--- src/rtl/uart_pkg.sv ---
// Shared types and constants for the UART receive path.
package uart_pkg;

  localparam int DATA_W = 8;

  typedef enum logic [2:0] {
    IDLE,
    START,
    DATA,
    STOP,
    WAIT_HIGH
  } state_t;

endpackage

--- src/rtl/sync_fifo.sv ---
// Single-clock first-word fall-through FIFO.
module sync_fifo #(
  parameter int WIDTH = 8,
  parameter int DEPTH = 8,
  parameter int AW    = $clog2(DEPTH)
) (
  input  logic             clk,
  input  logic             rst,
  input  logic             push,
  input  logic             pop,
  input  logic [WIDTH-1:0] din,
  output logic [WIDTH-1:0] dout,
  output logic [AW:0]      count,
  output logic             full,
  output logic             empty
);

  logic [WIDTH-1:0] mem [DEPTH];
  logic [AW-1:0]    wr_ptr;
  logic [AW-1:0]    rd_ptr;
  logic             do_push;
  logic             do_pop;

  assign empty   = (count == '0);
  assign full    = (count == (AW+1)'(DEPTH));
  assign do_pop  = pop && !empty;
  // A full FIFO still accepts a write when the head leaves on the same edge.
  assign do_push = push && (!full || do_pop);
  assign dout    = mem[rd_ptr];

  always_ff @(posedge clk or posedge rst) begin
    if (rst) begin
      wr_ptr <= '0;
      rd_ptr <= '0;
      count  <= '0;
      for (int i = 0; i < DEPTH; i++) mem[i] <= '0;
    end else begin
      if (do_push) begin
        mem[wr_ptr] <= din;
        wr_ptr      <= wr_ptr + 1'b1;
      end
      if (do_pop) rd_ptr <= rd_ptr + 1'b1;
      unique case ({do_push, do_pop})
        2'b10:   count <= count + 1'b1;
        2'b01:   count <= count - 1'b1;
        default: count <= count;
      endcase
    end
  end

endmodule

--- src/rtl/uart_rx_fifo.sv ---
// 8N1 UART receiver: pin synchronizer, deframer FSM,
// sticky error flags and a receive FIFO.
module uart_rx_fifo
  import uart_pkg::*;
#(
  parameter int CLK_FREQ   = 50000000,
  parameter int BAUD       = 115200,
  parameter int FIFO_DEPTH = 8
) (
  input  logic                        clk,
  input  logic                        rst,
  input  logic                        rxd,
  input  logic                        rd_en_i,
  output logic [DATA_W-1:0]           data_o,
  output logic                        data_valid_o,
  output logic [$clog2(FIFO_DEPTH):0] count_o,
  output logic                        overrun_o,
  output logic                        frame_err_o,
  input  logic                        clr_err_i
);

  localparam int DIV  = CLK_FREQ / BAUD;
  localparam int HALF = DIV / 2;
  localparam int CW   = (DIV > 1) ? $clog2(DIV) : 1;

  logic [1:0]        sync_q;
  logic              rxd_s;
  state_t            state;
  logic [CW-1:0]     cnt;
  logic [2:0]        bit_idx;
  logic [DATA_W-1:0] shift;
  logic              bit_end;
  logic              half_end;
  logic              push;
  logic              frame_ev;
  logic              ovf_ev;
  logic              full;
  logic              empty;

  assign rxd_s = sync_q[1];

  always_ff @(posedge clk or posedge rst) begin
    if (rst) sync_q <= 2'b11;
    else     sync_q <= {sync_q[0], rxd};
  end

  assign bit_end  = (cnt == CW'(DIV - 1));
  assign half_end = (cnt == CW'(HALF - 1));
  assign push     = (state == STOP) && bit_end && rxd_s;
  assign frame_ev = (state == STOP) && bit_end && !rxd_s;
  assign ovf_ev   = push && full && !rd_en_i;

  always_ff @(posedge clk or posedge rst) begin
    if (rst) begin
      state   <= IDLE;
      cnt     <= '0;
      bit_idx <= '0;
      shift   <= '0;
    end else begin
      unique case (state)
        IDLE: begin
          if (!rxd_s) begin
            cnt   <= '0;
            state <= START;
          end
        end
        START: begin
          if (half_end) begin
            cnt <= '0;
            if (!rxd_s) begin
              bit_idx <= '0;
              state   <= DATA;
            end else begin
              state <= IDLE;
            end
          end else begin
            cnt <= cnt + 1'b1;
          end
        end
        DATA: begin
          if (bit_end) begin
            cnt     <= '0;
            shift   <= {rxd_s, shift[DATA_W-1:1]};
            bit_idx <= bit_idx + 3'd1;
            if (bit_idx == 3'd7) state <= STOP;
          end else begin
            cnt <= cnt + 1'b1;
          end
        end
        STOP: begin
          if (bit_end) begin
            cnt   <= '0;
            state <= rxd_s ? IDLE : WAIT_HIGH;
          end else begin
            cnt <= cnt + 1'b1;
          end
        end
        WAIT_HIGH: begin
          // Hold off until the line recovers so a break is one error.
          if (rxd_s) state <= IDLE;
        end
        default: state <= IDLE;
      endcase
    end
  end

  always_ff @(posedge clk or posedge rst) begin
    if (rst) begin
      overrun_o   <= 1'b0;
      frame_err_o <= 1'b0;
    end else begin
      if (ovf_ev)         overrun_o <= 1'b1;
      else if (clr_err_i) overrun_o <= 1'b0;
      if (frame_ev)       frame_err_o <= 1'b1;
      else if (clr_err_i) frame_err_o <= 1'b0;
    end
  end

  sync_fifo #(
    .WIDTH (DATA_W),
    .DEPTH (FIFO_DEPTH)
  ) u_fifo (
    .clk   (clk),
    .rst   (rst),
    .push  (push),
    .pop   (rd_en_i),
    .din   (shift),
    .dout  (data_o),
    .count (count_o),
    .full  (full),
    .empty (empty)
  );

  assign data_valid_o = !empty;

endmodule

--- config.mk ---
export PLATFORM = sky130hd
export DESIGN_NAME = uart_rx_fifo
export DESIGN_NICKNAME = d
export VERILOG_FILES = /design/src/rtl/uart_pkg.sv /design/src/rtl/sync_fifo.sv /design/src/rtl/uart_rx_fifo.sv
export SDC_FILE = /design/constraint.sdc
export NUM_CORES = 1
export LEC_CHECK = 0
export CAP_MARGIN = 20
export CORE_MARGIN = 2
export CORE_UTILIZATION = 45
export CTS_CLUSTER_DIAMETER = 40
export DETAILED_ROUTE_END_ITERATION = 8
export PLACE_DENSITY_LB_ADDON = 0.3
export SLEW_MARGIN = 5
export SYNTH_ARGS = -nofsm -noshare
export SYNTH_HDL_FRONTEND = slang
export SYNTH_SLANG_ARGS = --single-unit
--- constraint.sdc ---
create_clock -name clk -period 3.9 [get_ports clk]
set_input_delay 0.78 -clock clk [delete_from_list [all_inputs] [get_ports clk]]
set_output_delay 0.78 -clock clk [all_outputs]
set_load 0.03 [all_outputs]
* Word level (Yosys, flattened, before mapping)
Index checks and enable logic that the tools add are counted.
** Cells by class
- $add $sub $neg :: 6
- $mul :: 0
- Equality and inequality tests :: 17
- $lt $le $gt $ge :: 3
- Reductions and logical operators :: 25
- Divide/modulo/power cells :: 0
- Muxes and demuxes :: 27
- Shift operators :: 0
- Bitwise gates (word level) :: 2
** Operator list (number)
- 64-bit bitwise mux :: 1
- 3-bit 2-to-1 mux :: 10
- 9-bit 2-to-1 mux :: 3
- 9-bit case mux with 3 select lines :: 1
- 8-bit binary-select mux with 3-bit select :: 1
- 8-bit demux with 3-bit select :: 1
- 8-bit 2-to-1 mux :: 3
- 3-bit case mux with 5 select lines :: 1
- 2-bit != test (second input constant) :: 7
- 3-bit by 1-bit adder with 3-bit output (second input constant) :: 3
- 9-bit by 1-bit adder with 9-bit output (second input constant) :: 1
- 9-bit by 8-bit equality test with 1-bit output (second input constant) :: 1
- 9-bit equality test (second input constant) :: 1
- 4-bit >= comparator (second input constant) :: 2
- 1-bit logical AND :: 8
- 3-bit inverter with 4-bit output :: 2
- 4-bit case mux with 2 select lines :: 1
- 2-bit nonzero test :: 4
- 3-bit by 2-bit equality test with 1-bit output (second input constant) :: 2
- 3-bit equality test (second input constant) :: 2
- 3-bit case mux with 2 select lines :: 1
- 6-bit AND reduction :: 1
- 4-bit by 1-bit adder with 4-bit output (second input constant) :: 1
- 4-bit equality test (second input constant) :: 1
- 15 further kinds :: 21
** Word-level totals
- Flip-flop bits (word level) :: 101
- ROM bits :: 0
- Latch bits :: 0
- Input port bits :: 5
- Output and inout port bits :: 15
- RAM bits :: 0
- Memories kept :: 0

* Longest topological paths before layout
Gate-level depths: netlist of the first run.
- Word-level depth :: 7
- Mapped depth :: 13
- Gate-level depth less buffers :: 12

* Hierarchy
From an unflattened synthesis of the first run, not the netlist that was laid out.
** Second synthesis, totals
- Cell total of the unflattened synthesis :: 362
- Area, all modules :: 5031.1 sq um
** Modules (own cells, without submodules)
- sync_fifo :: area an instance 3621.0 sq um, cells an instance 230, times used 1, sequential area each 1851.8 sq um
- uart_rx_fifo :: area an instance 1410.1 sq um, cells an instance 132, times used 1, sequential area each 678.2 sq um

* Worst setup path after synthesis of the first run
No wires, ideal clock.
- Path kind :: reg2out
- Start point :: reg u_fifo.rd_ptr[0]
- End point :: out data_o[4]
- Buffers on the path :: 2
- Data required time :: 3.120 ns
- Slack :: 1.048 ns
- Data arrival time :: 2.072 ns
- Stages on the path, launching flop included :: 5
- Path through :: dfrtp_1 -> clkbuf_1 -> buf_1 -> mux4_2 -> mux2_2
** Between the ends
- Cells in the longest elaborated chain, start to end :: 4
** RTL lines
- start, declared :: line sync_fifo.sv:20 : logic [AW-1:0] rd_ptr;
- start signal, assigned :: line sync_fifo.sv:42 : if (do_pop) rd_ptr <= rd_ptr + 1'b1;
- 3-bit inverter with 4-bit output (not written as such) :: line sync_fifo.sv:29 : assign dout = mem[rd_ptr];
- 8-bit binary-select mux with 3-bit select :: line sync_fifo.sv:29
- 8-bit 2-to-1 mux (not written as such) (2 in series) :: line sync_fifo.sv:29
- end, declared :: line uart_rx_fifo.sv:14 : output logic [DATA_W-1:0] data_o,
Every way passes these cells. The select of a mux whose other input is x is not followed.

* Worst setup path in the final report of the first run
- Start point :: reg u_fifo.rd_ptr[1]
- End point :: out data_o[5]
The elaborated chain is that of the path after synthesis.

==> metrics.md, run 1 <==
| Metric | Value |
|---|---|
| Status | completed |
| DRC Markers | 0 |
| Hpwl dp | 6010 um |
| HP Class | register to register |
| Top cell family by delay on the critical path | buffers and inverters |
| Hold Startpoint | sync_q[0] |
| CP peak stage delay | 0.59 ns |
| Core area | 10,400 um^2 |
| Total number of vias | 2,920 |
| Final setup violation count | 0 |
| Most common cell in the synthesized netlist | dfrtp_1 |
| Final ANT Viol Nets | 0 |
| Worst Path Max Fanout | 12 |
| Synthesized instance count | 356 |
| Required time of the critical path | 3.12 ns |
| Area grow syn2layout | 10.8% |
| Vias in the first global route | 3,078 |
| Layout cells sized above 1 | 35.3% |
| Fillers | 892 |
| Worst path slowest cell | clkdlybuf4s50_1 |
| Synth top area share | 51.1% |
| Hold Fails Final Rpt | 0 |
| VDD IR max | 0.219 mV |
| Chip Width | 108 um |
| Post-Syn Area per Cell | 13.6 um^2 |
| Worst r2r src | cnt[1] |
| Slew margin rel. | 55.7% |
| P_leak | 2.57 nW |
| Remaining global-route overflow | 0 |
| Die Ht | 108 um |
| TritonCTS clock tree | built |
| Synth cell types | 45 |
| Max Cap Viol | 0 |
| Largest net degree at the start of global routing | 102 |
| Root buf cell | clkbuf_8 |
| WP data arrival | 2.62 ns |
| # IOs | 20 |
| XOR/XNOR Fraction of Synth Area | 1.63% |
| Complex-gate fraction of the synthesized area | 5.01% |
| Crit. End Element | primary output |
| Syn_nets | 371 |
| First-pass GRT wire length | 15,900 um |
| WP buf/inv | 2 |
| Setup Crit Path Kind | register to primary output |
| Final min period | 3.40 ns |
| CTS clock-pin slew for the worst setup and hold paths | 0.11 ns |
| Seq. cell area | 2530 um^2 |
| DIE AREA | 11,600 um^2 |
| Post-CTS setup buffer count | 0 |
| Mapped cell area | 4850 um^2 |
| Antenna diode count | 0 |
| Cts hold-fix bufs | 0 |
| Total wire length | 9490 um |
| Post-synth EDFFs | 0 |
| Leading area contributor after synthesis | dfrtp_1 |
| Sequential fraction of the synthesis area | 52.2% |
| Top post-synthesis cells by count | dfrtp_1 (99), mux2_2 (85), nand2_1 (17) |
| Maximum root-to-sink buffer count | 2 |
| TNS Setup | 0 ns |
| Final period util | 87.2% |
| Clock tree sinks | 101 |
| Worst-path cell chain | buf_4 -> mux4_2 -> mux2_2 -> clkdlybuf4s50_1 |
| Post-synthesis mux area share | 27.2% |
| Startpoint types | register |
| Final setup margin | 0.499 ns |
| Async S/R FF share, synth | 100% |
| Multi-input gate area | 2210 um^2 |
| H-tree depth | 3 |
| Adder-Cell Fraction of Synth Area | 2.58% |
| Post-synthesis simple-gate area fraction | 9.06% |
| Tot GR Track Use | 17.9% |
| CTS Buf Count | 9 |
| Vias per cell | 5.73 |
| Skew-Pair Late Insertion Delay | 0.38 ns |
| Initial antenna violation count | 0 |
| Starting DRT DRC Count | 112 |
| Final net count | 384 |
| Core Rows | 37 |
| Largest family of logic cells by synthesized area | multiplexers |
| Flops & latches, synth | 101 |
| DRT Pass-1 Iters | 4 |
| Crit. Startpoint | u_fifo.rd_ptr[1] |
| GPL Wtd Cong | 0.771 |
| Top_reg_cell synth | dfrtp_1 |
| WL per Instance | 18.6 um |
| Slew Limit Fails | 0 |
| Cell Pwr Density | 326 nW/um^2 |
| Starting density of the core | 46.7% |
| Area contributors post-synth | dfrtp_1 (51%), mux2_2 (20%), mux4_2 (7.4%) |
| Unrepaired setup endpoints after global routing | no |
| Buffers on Ports | 19 |
| CTS resizes | 0 |
| Setup WS pre-CTS | 0.701 ns |
| Max Freq | 294 MHz |
| YS warnings | 0 |
| Worst-Margin Slew | 0.663 ns |
| Clock Skews | 0.0134 ns |
[metal layers]
metal  share of wire, %  up-vias  track usage, %
met5                  0        -               0
li1                   -     1354               -
met3                2.7       14            2.00
met4                2.0        0            6.78
met2                 49       47            29.5
met1                 46     1505            24.5
[worst paths after layout]
path,to,slack (ns),cells after the start
setup / recovery,data_o[5],0.50,4
hold / removal,sync_q[1],0.36,0
setup reg to reg,u_fifo.count[2],1.12,12
hold reg to reg,sync_q[1],0.36,0
max in group asynchronous,bit_idx[0],2.62,3
min in group asynchronous,overrun_o,0.87,3
[where the power goes]
group          total [mW]  leakage (nW)  switching, mW  internal (mW)
logic              0.0291          1.08         0.0222        0.00696
clock network       0.673         0.103          0.416          0.257
registers            1.05          1.39        0.00234           1.05
[cells in the final DEF (no fill, tap or decap), types with 4 or more instances in the layout]
cell type / n
dfrtp_1: 99
mux2_2: 85
clkdlybuf4s50_1: 19
nand2_1: 17
mux4_2: 16
ha_1: 10
a21oi_1: 9
clkbuf_8: 9
o21ai_0: 8
nand4_1: 6
nor2_1: 6
inv_1: 6
xnor2_1: 6
nor3_1: 5
nor2b_1: 5
o22ai_1: 5
nand2b_1: 4
nand3_1: 4
o31a_1: 4
[cells by family after synthesis]
group,count (synthesis)
simple gates,70
flops,101
buf+inv,28
compound gates,37
xor+xnor,9
mux,101
fa+ha+maj,10
[flip-flops by register name, indices dropped and copies added, names as in the netlist]
name / cells
bit_idx: 3
cnt: 9
frame_err_o: 1
overrun_o: 1
shift: 8
state: 3
sync_q: 2
u_fifo.count: 4
u_fifo.mem: 64
u_fifo.rd_ptr: 3
u_fifo.wr_ptr: 3
[final cells by class]
type	count	share of cell area, %
sequential	101	47.1
clock inverter	7	1.42
timing repair buffer	23	4.33
tap	136	3.17
inverter	7	0.536
clock buffer	9	2.31
multi-input combinational	227	41.1
[per-stage QoR]
stage | utilization (%) | cell area (um^2) | instances | power, mW | hold slack (ns)
after floorplan | - | 4850 | 356 | 1.09 | 0.345
after global placement | 49.9 | 5170 | 494 | 1.10 | 0.346
after detailed placement | 49.9 | 5170 | 494 | 1.10 | 0.348
after CTS | 51.8 | 5370 | 510 | 1.77 | 0.364
after global routing | 51.8 | 5370 | 510 | 1.82 | 0.373
final | 51.8 | 5370 | 510 | 1.75 | 0.362
Power figures use the tool's default switching activity.
==> run 2, diff against run 1 <==
--- a/config.mk
+++ b/config.mk
@@ -10,6 +10,7 @@
 export CORE_UTILIZATION = 45
 export CTS_CLUSTER_DIAMETER = 40
 export DETAILED_ROUTE_END_ITERATION = 8
+export GPL_ROUTABILITY_DRIVEN = 0
 export PLACE_DENSITY_LB_ADDON = 0.3
 export SLEW_MARGIN = 5
 export SYNTH_ARGS = -nofsm -noshare
==> results of run 2 <==
No change in the layout: final DEF, timing and power equal those of run 1.
==> run 3, diff against run 2 <==
--- a/config.mk
+++ b/config.mk
@@ -9,6 +9,7 @@
 export CORE_MARGIN = 2
 export CORE_UTILIZATION = 45
 export CTS_CLUSTER_DIAMETER = 40
+export CTS_CLUSTER_SIZE = 30
 export DETAILED_ROUTE_END_ITERATION = 8
 export GPL_ROUTABILITY_DRIVEN = 0
 export PLACE_DENSITY_LB_ADDON = 0.3
==> constraint.sdc (replaced) <==
create_clock -name clk -period 3.3 [get_ports clk]
set_input_delay 0.66 -clock clk [delete_from_list [all_inputs] [get_ports clk]]
set_output_delay 0.66 -clock clk [all_outputs]
set_load 0.03 [all_outputs]
==> run 3 against run 2 <==
  * Clock power up 31%
  * Routed wire length decreased by 2.0%
  * Global-route usage down 0.56 points
  * Combinational power grew 14%
  * Largest power group unchanged
  * Critical path depth unchanged
  * First-iteration DRC count increased by 2.7%
  * Sequential power up 18%
  * Non-clock buffer count up 3
  * Register-to-register slack lost 0.58 ns
  * Die area did not move
  * Sequential share of layout area shrank 0.27 points
  * Hold slack barely moved
==> metrics.md, run 3 (synthesis results as in run 1) <==
| Metric | Value |
|---|---|
| Commonest non-fill, non-tap cell in the layout | dfrtp_1 |
| Vias in the first global route | 3,040 (-1.2%) |
| Antenna diode count | 0 (unchanged) |
| M1 WL | 4430 um (+0.34%) |
| Setup Crit Path Kind | register to primary output |
| Die Ht | 108 um (unchanged) |
| Multi-input gate area | 2210 um^2 (unchanged) |
| Slew margin rel. | 47.6% (-8.1 points) |
| Final net count | 387 (+0.78%) |
| Core area | 10,400 um^2 (unchanged) |
| TritonCTS clock tree | built |
| Final ANT Viol Nets | 0 (unchanged) |
| Largest net degree at the start of global routing | 64 (-37%) |
| Max reg flops | 64 (unchanged) |
| Slew Limit Fails | 0 (unchanged) |
| Placed inst area | 5180 um^2 (+0.22%) |
| Unrepaired setup endpoints after global routing | no |
| Status | completed |
| P_leak | 2.59 nW (+0.55%) |
| TNS Setup | 0 ns (unchanged) |
| Gate power share | 1.5% (-0.2 points) |
| Buffers on Ports | 19 (unchanged) |
| Switching Fraction | 21.9% (-3.2 points) |
| Final min period | 3.11 ns |
| Total number of vias | 2,920 (unchanged) |
| DIE AREA | 11,600 um^2 (unchanged) |
| Layout cells sized above 1 | 35.8% (+0.51 points) |
| Skew-Pair Late Insertion Delay | 0.37 ns (about the same) |
| Clock power frac | 40.8% (+2.4 points) |
| WP data arrival | 2.45 ns (-0.17 ns) |
| Startpoint types | register |
| Hpwl dp | 6030 um (+0.31%) |
| Cts hold-fix bufs | 0 (unchanged) |
| Largest regs | u_fifo.mem (64), cnt (9), shift (8) |
| Post-CTS setup buffer count | 0 (unchanged) |
| Most flops, register | u_fifo.mem |
| Maximum root-to-sink buffer count | 2 (unchanged) |
| Tot GR Track Use | 17.4% (-0.56 points) |
| Chip Width | 108 um (unchanged) |
| DR top layer | met4 |
| Worst Path Max Fanout | 18 (+6) |
| Sequential share of power | 57.6% (-2.4 points) |
| Routed met2 length | 4550 um (-1.8%) |
| Remaining global-route overflow | 0 (unchanged) |
| Area grow syn2layout | 11.5% |
| HP Class | register to register |
| CTS Buf Count | 9 (unchanged) |
| Worst-Margin Slew | 0.786 ns (+0.123 ns) |
| Total wire length | 9310 um (-2.0%) |
| Clock Skews | 0.0172 ns (+0.00389 ns) |
| Max Cap Viol | 0 (unchanged) |
| H-tree depth | 3 (unchanged) |
| Fillers | 917 (+2.8%) |
| DRT Pass-1 Iters | 4 (unchanged) |
| Vias per cell | 5.69 (-0.58%) |
| Core Rows | 37 (unchanged) |
| Int Pwr | 1.68 mW (+28%) |
| # IOs | 20 (unchanged) |
| VDD IR max | 0.177 mV (-19%) |
| Root buf cell | clkbuf_8 |
| First-pass GRT wire length | 15,400 um (-2.8%) |
| Initial antenna violation count | 0 (unchanged) |
| Final setup violation count | 0 (unchanged) |
| Crit. End Element | primary output |
| Required time of the critical path | 2.64 ns (-0.48 ns) |
| Starting density of the core | 46.7% (unchanged) |
| Cell Pwr Density | 399 nW/um^2 (+22%) |
| Design area | 5410 um^2 (+0.63%) |
| CTS clock-pin slew for the worst setup and hold paths | 0.09 ns (-0.02 ns) |
| CTS resizes | 1 (+1) |
| Final period util | 94.3% |
| Clock tree sinks | 101 (unchanged) |
| Metal3 WL | 241 um (-7.3%) |
| DRC Markers | 0 (unchanged) |
| Most frequent cells in the layout | dfrtp_1 (98), mux2_2 (85), clkdlybuf4s50_1 (19), nand2_1 (17), mux4_2 (16) |
| WL per Instance | 18.1 um (-2.5%) |
| Max Freq | 321 MHz |
| Hold Fails Final Rpt | 0 (unchanged) |
| Switching Power | 0.471 mW (+7.1%) |
| Starting DRT DRC Count | 115 (+2.7%) |
| Seq. cell area | 2530 um^2 (about the same) |
## run 3: power by group through the flow
stage | registers, mW | clock network (mW) | logic [mW]
after global routing | 1.24 | 0.948 | 0.0397
after floorplan | 1.26 | 0 | 0.0218
after CTS | 1.24 | 0.902 | 0.0355
after global placement | 1.27 | 0 | 0.0346
after detailed placement | 1.27 | 0 | 0.0353
final | 1.24 | 0.880 | 0.0332
## run 3: layer usage
layer / track usage (%) / vias up
li1: - / 1341
met1: 23.3 / 1536
met2: 28.3 / 35
met3: 3.51 / 8
met4: 5.59 / 0
met5: 0 / -
## run 3: metrics by stage
stage	instances	hold slack [ns]	power, mW	setup slack (ns)	util, %
6_report	513	0.361	2.15	0.187	52.1
4_1_cts	513	0.363	2.18	0.144	52.1
5_1_grt	513	0.366	2.23	0.0744	52.1
2_1_floorplan	356	0.345	1.29	0.568	-
3_5_place_dp	497	0.349	1.30	0.332	50.0
3_3_place_gp	497	0.347	1.30	0.335	50.0
## run 3: area by class of cell
cell class                      count  share of cell area, %
Inverter                            7                  0.556
Sequential cell                   101                   46.8
Clock buffer                       10                   2.36
Multi-Input combinational cell    227                   40.9
Clock inverter                      6                   1.74
Tap cell                          136                   3.15
Timing Repair Buffer               26                   4.49
## run 3: critical path: stages, from the launching register on
cell and delay (ns):
dfrtp_1 0.33, buf_4 0.32, mux4_2 0.55, mux2_2 0.29
clkdlybuf4s50_1 0.59
## run 3: worst paths after layout
| kind | startpoint | end | slack, ns | cells after the start |
|---|---|---|---|---|
| worst max-delay path | u_fifo.rd_ptr[0] | data_o[7] | 0.19 | 4 |
| worst min-delay path | sync_q[0] | sync_q[1] | 0.36 | 0 |
| worst max register to register | cnt[1] | u_fifo.count[2] | 0.54 | 12 |
| worst min register to register | sync_q[0] | sync_q[1] | 0.36 | 0 |
| max in group asynchronous | rst | u_fifo.rd_ptr[1] | 1.86 | 3 |
| min in group asynchronous | rst | u_fifo.count[3] | 0.78 | 3 |
